**src/rtl/iiitb_usr_param_if.sv**
```systemverilog
// Bus bundle for the parametrised universal shift register: op controls, burst request,
// serial taps and the busy/done handshake.
interface iiitb_usr_param_if #(
   parameter int WIDTH = 8,
   parameter int AW    = 4
) ();
   logic             en;
   logic [2:0]       ctrl;
   logic [WIDTH-1:0] d;
   logic             sin_r;
   logic             sin_l;
   logic             start;
   logic [AW-1:0]    amt;
   logic [WIDTH-1:0] q;
   logic             sout_r;
   logic             sout_l;
   logic             busy;
   logic             done;

   modport master (
      output en, ctrl, d, sin_r, sin_l, start, amt,
      input  q, sout_r, sout_l, busy, done
   );

   modport slave (
      input  en, ctrl, d, sin_r, sin_l, start, amt,
      output q, sout_r, sout_l, busy, done
   );
endinterface

```
**src/rtl/iiitb_usr_param.sv**
```systemverilog
// Parametrised universal shift/rotate register with single-step ops and a
// multi-cycle burst shift reported through busy/done.
module iiitb_usr_param #(
   parameter int WIDTH = 8,
   parameter int AW    = 4
) (
   input logic              clk,
   input logic              reset,
   iiitb_usr_param_if.slave bus
);

   typedef enum logic [1:0] {S_IDLE, S_RUN, S_FIN} state_t;

   state_t           r_state, w_state_nxt;
   logic [WIDTH-1:0] r_q, w_q_nxt;
   logic [2:0]       r_op, w_op_nxt;
   logic [AW-1:0]    r_cnt, w_cnt_nxt;
   logic             r_busy, r_done;

   function automatic logic [WIDTH-1:0] f_step(
      input logic [2:0]       op,
      input logic [WIDTH-1:0] v,
      input logic             sr,
      input logic             sl,
      input logic [WIDTH-1:0] ld
   );
      case (op)
         3'b001:  return {sr, v[WIDTH-1:1]};
         3'b010:  return {v[WIDTH-2:0], sl};
         3'b011:  return ld;
         3'b100:  return {v[0], v[WIDTH-1:1]};
         3'b101:  return {v[WIDTH-2:0], v[WIDTH-1]};
         3'b110:  return {v[WIDTH-1], v[WIDTH-1:1]};
         3'b111:  return '0;
         default: return v;
      endcase
   endfunction

   // Only ops that move bits can be repeated as a burst; others fall back to one step.
   function automatic logic f_is_shift(input logic [2:0] op);
      return (op == 3'b001) || (op == 3'b010) || (op == 3'b100) ||
             (op == 3'b101) || (op == 3'b110);
   endfunction

   always_comb begin
      w_state_nxt = r_state;
      w_q_nxt     = r_q;
      w_op_nxt    = r_op;
      w_cnt_nxt   = r_cnt;
      case (r_state)
         S_RUN: begin
            w_q_nxt   = f_step(r_op, r_q, bus.sin_r, bus.sin_l, bus.d);
            w_cnt_nxt = r_cnt - {{(AW-1){1'b0}}, 1'b1};
            if (r_cnt == {{(AW-1){1'b0}}, 1'b1}) w_state_nxt = S_FIN;
         end
         default: begin
            // FIN accepts inputs exactly like IDLE so a start in the done cycle is taken.
            w_state_nxt = S_IDLE;
            if (bus.en) begin
               if (bus.start && f_is_shift(bus.ctrl)) begin
                  w_op_nxt    = bus.ctrl;
                  w_cnt_nxt   = bus.amt;
                  w_state_nxt = (bus.amt != '0) ? S_RUN : S_FIN;
               end else begin
                  w_q_nxt = f_step(bus.ctrl, r_q, bus.sin_r, bus.sin_l, bus.d);
               end
            end
         end
      endcase
   end

   always_ff @(posedge clk or negedge reset) begin
      if (!reset) begin
         r_state <= S_IDLE;
         r_q     <= '0;
         r_op    <= '0;
         r_cnt   <= '0;
         r_busy  <= 1'b0;
         r_done  <= 1'b0;
      end else begin
         r_state <= w_state_nxt;
         r_q     <= w_q_nxt;
         r_op    <= w_op_nxt;
         r_cnt   <= w_cnt_nxt;
         r_busy  <= (w_state_nxt == S_RUN);
         r_done  <= (w_state_nxt == S_FIN);
      end
   end

   assign bus.q      = r_q;
   assign bus.busy   = r_busy;
   assign bus.done   = r_done;
   assign bus.sout_r = r_q[0];
   assign bus.sout_l = r_q[WIDTH-1];

endmodule

```
**src/flat_wrapper.sv**
```systemverilog
// flat-port wrapper written by rule: the top's interface ports become plain ports
module iiitb_usr_param_flat 
#(
   parameter int WIDTH = 8,
   parameter int AW    = 4
)
  (clk, reset, bus_en, bus_ctrl, bus_d, bus_sin_r, bus_sin_l, bus_start, bus_amt, bus_q, bus_sout_r, bus_sout_l, bus_busy, bus_done);
  iiitb_usr_param_if #(.WIDTH(WIDTH), .AW(AW)) bus_i ();
  input logic clk;
  input logic reset;
  input wire logic [$bits(bus_i.en)-1:0] bus_en;
  input wire logic [$bits(bus_i.ctrl)-1:0] bus_ctrl;
  input wire logic [$bits(bus_i.d)-1:0] bus_d;
  input wire logic [$bits(bus_i.sin_r)-1:0] bus_sin_r;
  input wire logic [$bits(bus_i.sin_l)-1:0] bus_sin_l;
  input wire logic [$bits(bus_i.start)-1:0] bus_start;
  input wire logic [$bits(bus_i.amt)-1:0] bus_amt;
  output wire logic [$bits(bus_i.q)-1:0] bus_q;
  output wire logic [$bits(bus_i.sout_r)-1:0] bus_sout_r;
  output wire logic [$bits(bus_i.sout_l)-1:0] bus_sout_l;
  output wire logic [$bits(bus_i.busy)-1:0] bus_busy;
  output wire logic [$bits(bus_i.done)-1:0] bus_done;
  assign bus_i.en = bus_en;
  assign bus_i.ctrl = bus_ctrl;
  assign bus_i.d = bus_d;
  assign bus_i.sin_r = bus_sin_r;
  assign bus_i.sin_l = bus_sin_l;
  assign bus_i.start = bus_start;
  assign bus_i.amt = bus_amt;
  assign bus_q = bus_i.q;
  assign bus_sout_r = bus_i.sout_r;
  assign bus_sout_l = bus_i.sout_l;
  assign bus_busy = bus_i.busy;
  assign bus_done = bus_i.done;
  iiitb_usr_param #(.WIDTH(WIDTH), .AW(AW)) u_core (.clk(clk), .reset(reset), .bus(bus_i));
endmodule
```
**config.mk**
```make
export PLATFORM = sky130hd
export DESIGN_NAME = iiitb_usr_param_flat
export DESIGN_NICKNAME = d
export VERILOG_FILES = /design/src/rtl/iiitb_usr_param_if.sv /design/src/rtl/iiitb_usr_param.sv /design/src/flat_wrapper.sv
export SDC_FILE = /design/constraint.sdc
export NUM_CORES = 1
export LEC_CHECK = 0
export ABC_AREA = 1
export ABC_CLOCK_PERIOD_IN_PS = 1500
export BUFFER_PORTS_ARGS = -buffer_cell sky130_fd_sc_hd__buf_2
export CAP_MARGIN = 20
export CORE_UTILIZATION = 30
export CTS_CLUSTER_DIAMETER = 60
export DETAILED_ROUTE_END_ITERATION = 7
export HOLD_SLACK_MARGIN = 0.08
export PLACE_DENSITY = 0.59
export SLEW_MARGIN = 20
export SYNTH_ARGS = -nofsm -noshare
export SYNTH_HDL_FRONTEND = slang
export SYNTH_SLANG_ARGS = --single-unit
```
**constraint.sdc**
```tcl
create_clock -name clk -period 1.5 [get_ports clk]
set_input_delay 0.3 -clock clk [delete_from_list [all_inputs] [get_ports clk]]
set_output_delay 0.3 -clock clk [all_outputs]
set_load 0.02 [all_outputs]
```
* Word level (Yosys, flattened, before mapping)
Index checks and enable logic that the tools add are counted. W data, S select, Z words.
Cells by class: $add $sub $neg 1, eq/ne operators 23, mux-type cells 13, bitwise gates (word level) 1, reduce and logical (&&, ||, !) cells 14
Operators by type and width (count):
- $pmux W8 S7 | 2
- $eq A3 B3 Y1 const B | 8
- $mux W8 | 3
- $eq A3 B2 Y1 const B | 4
- $mux W4 | 3
- $mux W2 | 5
- $ne A8 B8 Y1 const B | 1
- $reduce_bool A8 Y1 | 1
- $ne A7 B7 Y1 const B | 1
- $reduce_bool A7 Y1 | 1
- $eq A3 B1 Y1 const B | 2
- $ne A2 B2 Y1 const B | 3
- $reduce_and A6 Y1 | 1
- $eq A2 B1 Y1 const B | 2
- $eq A4 B1 Y1 const B | 1
- $logic_or A1 B1 Y1 | 4
- $reduce_and A4 Y1 | 1
- $reduce_bool A2 Y1 | 2
- $reduce_bool A4 Y1 | 1
- $sub A4 B1 Y4 const B | 1
- $reduce_and A3 Y1 | 1
- $eq A2 B2 Y1 const B | 1
- $reduce_and A2 Y1 | 1
- $logic_and A1 B1 Y1 | 1
- $not A1 Y1 | 1
Storage, ports and cells: register bits after elaboration 19, output and inout port bits 12, logic and storage cells 59

* Depth between registers and ports, before layout
word-level depth 10, mapped depth 9

* Worst setup path after synthesis
OpenSTA, ideal clock, no wires.
kind register to register, from register u_core.r_state[1], to register u_core.r_q[0], in the netlist u_core.bus.q[0], library setup time 0.117 ns, arrival 1.184 ns, data required time 1.383 ns, path slack 0.199 ns, stages on the path, launching flop included 9, clock period less this slack 1.301 ns, path through dfrtp_1 > nor2_4 > inv_1 > nand3_1 > nand2_1 > nor2_4 > inv_2 > nand2_1 > nand2_1
On the way: longest elaborated chain between the ends 3, elaborated cells on any way between the ends 7, classes of those cells eq/ne: 3; mux: 1; reduce/logical: 3
RTL lines:
- from (decl) | line iiitb_usr_param.sv:14 | state_t r_state, w_state_nxt;
- from (signal assigned) | line iiitb_usr_param.sv:81 | r_state <= w_state_nxt;
- $eq A2 B1 Y1 (*)
- $ne A8 B8 Y1 (no line) (tied with other cells)
- $reduce_and A4 Y1 (no line)
- to (signal assigned) | line iiitb_usr_param.sv:82 | r_q <= w_q_nxt;
- to (decl) | line iiitb_usr_param.sv:15 | logic [WIDTH-1:0] r_q, w_q_nxt;
Every way passes the cells marked *; elsewhere a longest branch is shown, timed or not. A chain may end at the register's enable or synchronous reset.

* Worst setup path in the final report
from register u_core.r_op[2], to register u_core.r_q[2], in the netlist u_core.bus.q[2]
On the way: longest elaborated chain between the ends 3, elaborated cells on any way between the ends 11, classes of those cells eq/ne: 8; mux: 2; reduce/logical: 1
RTL lines:
- from (decl) | line iiitb_usr_param.sv:16 | logic [2:0] r_op, w_op_nxt;
- from (signal assigned) | line iiitb_usr_param.sv:83 | r_op <= w_op_nxt;
- $eq A3 B1 Y1 (tied with other cells) | line iiitb_usr_param.sv:27 | case (op)
- $ne A8 B8 Y1 (no line) / $pmux W8 S7 (equally long branches)
- $reduce_and A4 Y1 (no line) / $mux W8 (equally long branches)
Parallel ways exist; a longest one is shown, timed or not.

==> qor.csv <==
stage,metric,value,unit
status,status,"complete, but fails checks",
status,failed_checks,design-rule violations,
synthesis,synth_cell_types,25,
cells_and_area,drive_gt1_frac,0.2210,
synthesis,yosys_warnings,0,
sta,rsz0062_at_grt,false,
floorplan,fp.coreArea,4474,um^2
sta,hold_viol,0,
detailed_routing,num_vias,1549,
detailed_routing,wl,3724,um
cells_and_area,nFillCells,490,
floorplan,die_x,70.96,um
sta,tns,0,ns
grt,grt.total_usage,0.1635,
power,power_leakage,0.9212,nW
synthesis,yosys_most_used_dff,dfrtp_1,
floorplan,die_h,70.96,um
synthesis,ys_async_sr_fraction,1.000,
critical_path,cp_data_arrival_time,1.53,ns
critical_path,reg2reg_to,u_core.bus.q[2]$_DFFE_PN0P_,
clock_tree,cts_num_sinks,19,
critical_path,crit_fanout,7,
cells_and_area,final_area,1778,um^2
clock_tree,htreeDepth,1,
power,total_power,3.606,mW
worst_hold_path,hold_path_class,in -> reg,
synthesis,netlist_instances,223,
critical_path,r2r-start,u_core.r_op[2]$_DFFE_PN0P_,
sta,period_minus_slack,1.370,ns
placed_design,post_dp_cell_area,1708,um^2
placed_design,placed_cells,314,
sta,slew_violations,0,
detailed_routing,dr.pass1.iters,6,
synthesis,synth_area_leaders,"dfrtp_1, nand2_1, nand3_1",
clock_tree,cts.clk_slew.worst_paths,0.08,ns
detailed_routing,vias_per_cell,4.856,
detailed_routing,wl_per_cell,11.67,um
critical_path,rr_worst_depth,8,
power,irDropWorstVdd,0.6075,mV
critical_path,critPathCaptureType,flip-flop,
synthesis,synth_edf_count,0,
grt,grt_overflow_total,0,
job,maxCapViolations,0,
floorplan,io_pins,33,
sta,clock_skew,0.001374,ns
synthesis,synth_top_area_cell,dfrtp_1,
critical_path,startpoint_type,flip-flop,
sta,worstMarginPinSlew,0.5109,ns
critical_path,worst-endpoint-required,1.66,ns
grt,grt_pass1_wl,6582,um
clock_tree,numCtsBuffers,3,
detailed_routing,ant_nets,0,
sta,finalCritPeriodShare,0.9133,
floorplan,start_util,0.3188,
synthesis,synth_nets,246,
synthesis,synth_top_area_share,0.3333,
synthesis,avgSynthCellArea,6.396,um^2
grt,antenna_found_initial,0,
cells_and_area,diodes,0,
synthesis,ys_ff_latch,19,
grt,grt_max_degree,20,
cells_and_area,final_cells,319,
floorplan,rows,24,
clock_tree,cts_root_buf,clkbuf_8,
placed_design,port_buffers,32,
detailed_routing,initialDrtViolationCount,151,
sta,max_freq,0.7300,GHz
grt,grt_pass1_vias,1498,
floorplan,die_area,5035,um^2
critical_path,endpoint,u_core.bus.q[2]$_DFFE_PN0P_,
placed_design,place_hpwl,2839,um
critical_path,critPathKind,reg -> reg,
cells_and_area,syn2layout_area_growth,24.65,%
sta,slew-limit-headroom,0.6562,
cells_and_area,fin_util,0.3974,
power,p_per_area,2028,nW/um^2
placed_design,place_congestion,0.8650,
critical_path,reg2reg_slack,0.13,ns
clock_tree,clock_latency,0.26,ns
clock_tree,clk_path_buf_depth,2,
detailed_routing,drc,1,
clock_tree,cts_tree,done,
synthesis,synth_seq_area_share,0.3333,
sta,setup_viol,0,
critical_path,critPathLaunch,u_core.r_op[2]$_DFFE_PN0P_,
cells_and_area,fin_nets,291,
synthesis,syn_area,1426,um^2
[cells in the final DEF (no fill, tap or decap), drive strengths merged]
cell type	n
dlygate4sd3	1
xor2	1
nand3b	6
nand4	2
nor3	1
dfrtp	19
or2	1
inv	20
a21oi	13
clkbuf	3
nor3b	1
nor2	19
nand2	82
nand3	35
o21ai	14
clkinvlp	1
buf	44
ha	2
nor4	1
a31oi	1
[sequential cells by signal (all words and copies together) (netlist names)]
register,flops
u_core.bus.q,8
u_core.r_cnt,4
u_core.r_op,3
u_core.r_state,2
u_core.bus.busy,1
u_core.bus.done,1
[critical path, cell delays in order, from the launching register on]
cell and delay (ns):
dfrtp_2 0.46, inv_1 0.10, nand2_1 0.10, buf_4 0.18
nand3_1 0.06, nand2_1 0.05, nand3b_1 0.16, nand3_1 0.09
nand2_1 0.05
[power breakdown]
group	total [mW]	switching, mW	internal, mW
Clock	0.387	0.200	0.188
Combinational	2.16	1.31	0.850
Sequential	1.06	0.297	0.764
Total	3.61	1.80	1.80
[layout make-up]
class                   instances  area [um^2]  area share
clock buffers                   3        41.29     0.02322
clock inverters                 1        7.507    0.004222
inverters                      20        75.07     0.04222
multi-input cells             179        852.1      0.4792
flip-flops and latches         19        476.7      0.2681
well taps                      52        65.06     0.03659
repair buffers                 45        260.3      0.1464
[per-layer routing]
layer / global-route usage / vias up / part of all wire / wire (um)
met3: 0.01425 / 5 / 0.034 / 126
met4: 0.06222 / 0 / 0.016 / 61
met1: 0.2221 / 691 / 0.51 / 1882
met2: 0.2714 / 35 / 0.44 / 1654
met5: 0 / - / 0 / 0
li1: - / 818 / - / -
[cells by family after synthesis]
| group | Yosys count | share of synthesized area |
|---|---|---|
| buffers and inverters | 25 | 0.07631 |
| and+or+nand+nor | 148 | 0.4605 |
| xor gates and xnor gates | 1 | 0.006141 |
| AOI/OAI and AO/OA | 28 | 0.1061 |
| DFF | 19 | 0.3333 |
| adders and majority gates | 2 | 0.01754 |
[how the worst min path moves through the flow]
stage,from,endpoint,slack (ns),cells past startpoint
2_1_floorplan,reset,u_core.bus.busy$_DFF_PN0_,0.004,0
3_3_place_gp,reset,u_core.r_op[2]$_DFFE_PN0P_,0.29,1
3_5_place_dp,reset,u_core.r_op[2]$_DFFE_PN0P_,0.28,1
4_1_cts,bus_amt[2],u_core.r_cnt[2]$_DFFE_PN0P_,0.25,3
5_1_grt,bus_amt[2],u_core.r_cnt[2]$_DFFE_PN0P_,0.28,3
6_report,bus_amt[2],u_core.r_cnt[2]$_DFFE_PN0P_,0.25,3
[Yosys cell counts (6+ instances only)]
cell / instances
nand2_1: 82
nand3b_1: 6
o21ai_0: 6
nor2_1: 15
o21ai_1: 7
inv_1: 18
nand3_1: 35
dfrtp_1: 19
a21oi_1: 13
[through the flow]
step	worst slack, ns	hold slack (ns)
floorplan	0.1991	0.004409
finish	0.1301	0.2526
CTS	0.1292	0.2512
global route	0.004500	0.2785
detailed placement	0.06824	0.2836
global placement	0.1289	0.2887
[what timing repair did]
action / in CTS / in global routing
hold buffers: 1 / 0
endpoints found under the hold margin: 19 / 0
resized for setup: 0 / 3
buffers inserted: 0 / 0
setup endpoints to repair: 0 / 3
No activity file was read; power rests on OpenSTA's default activity.
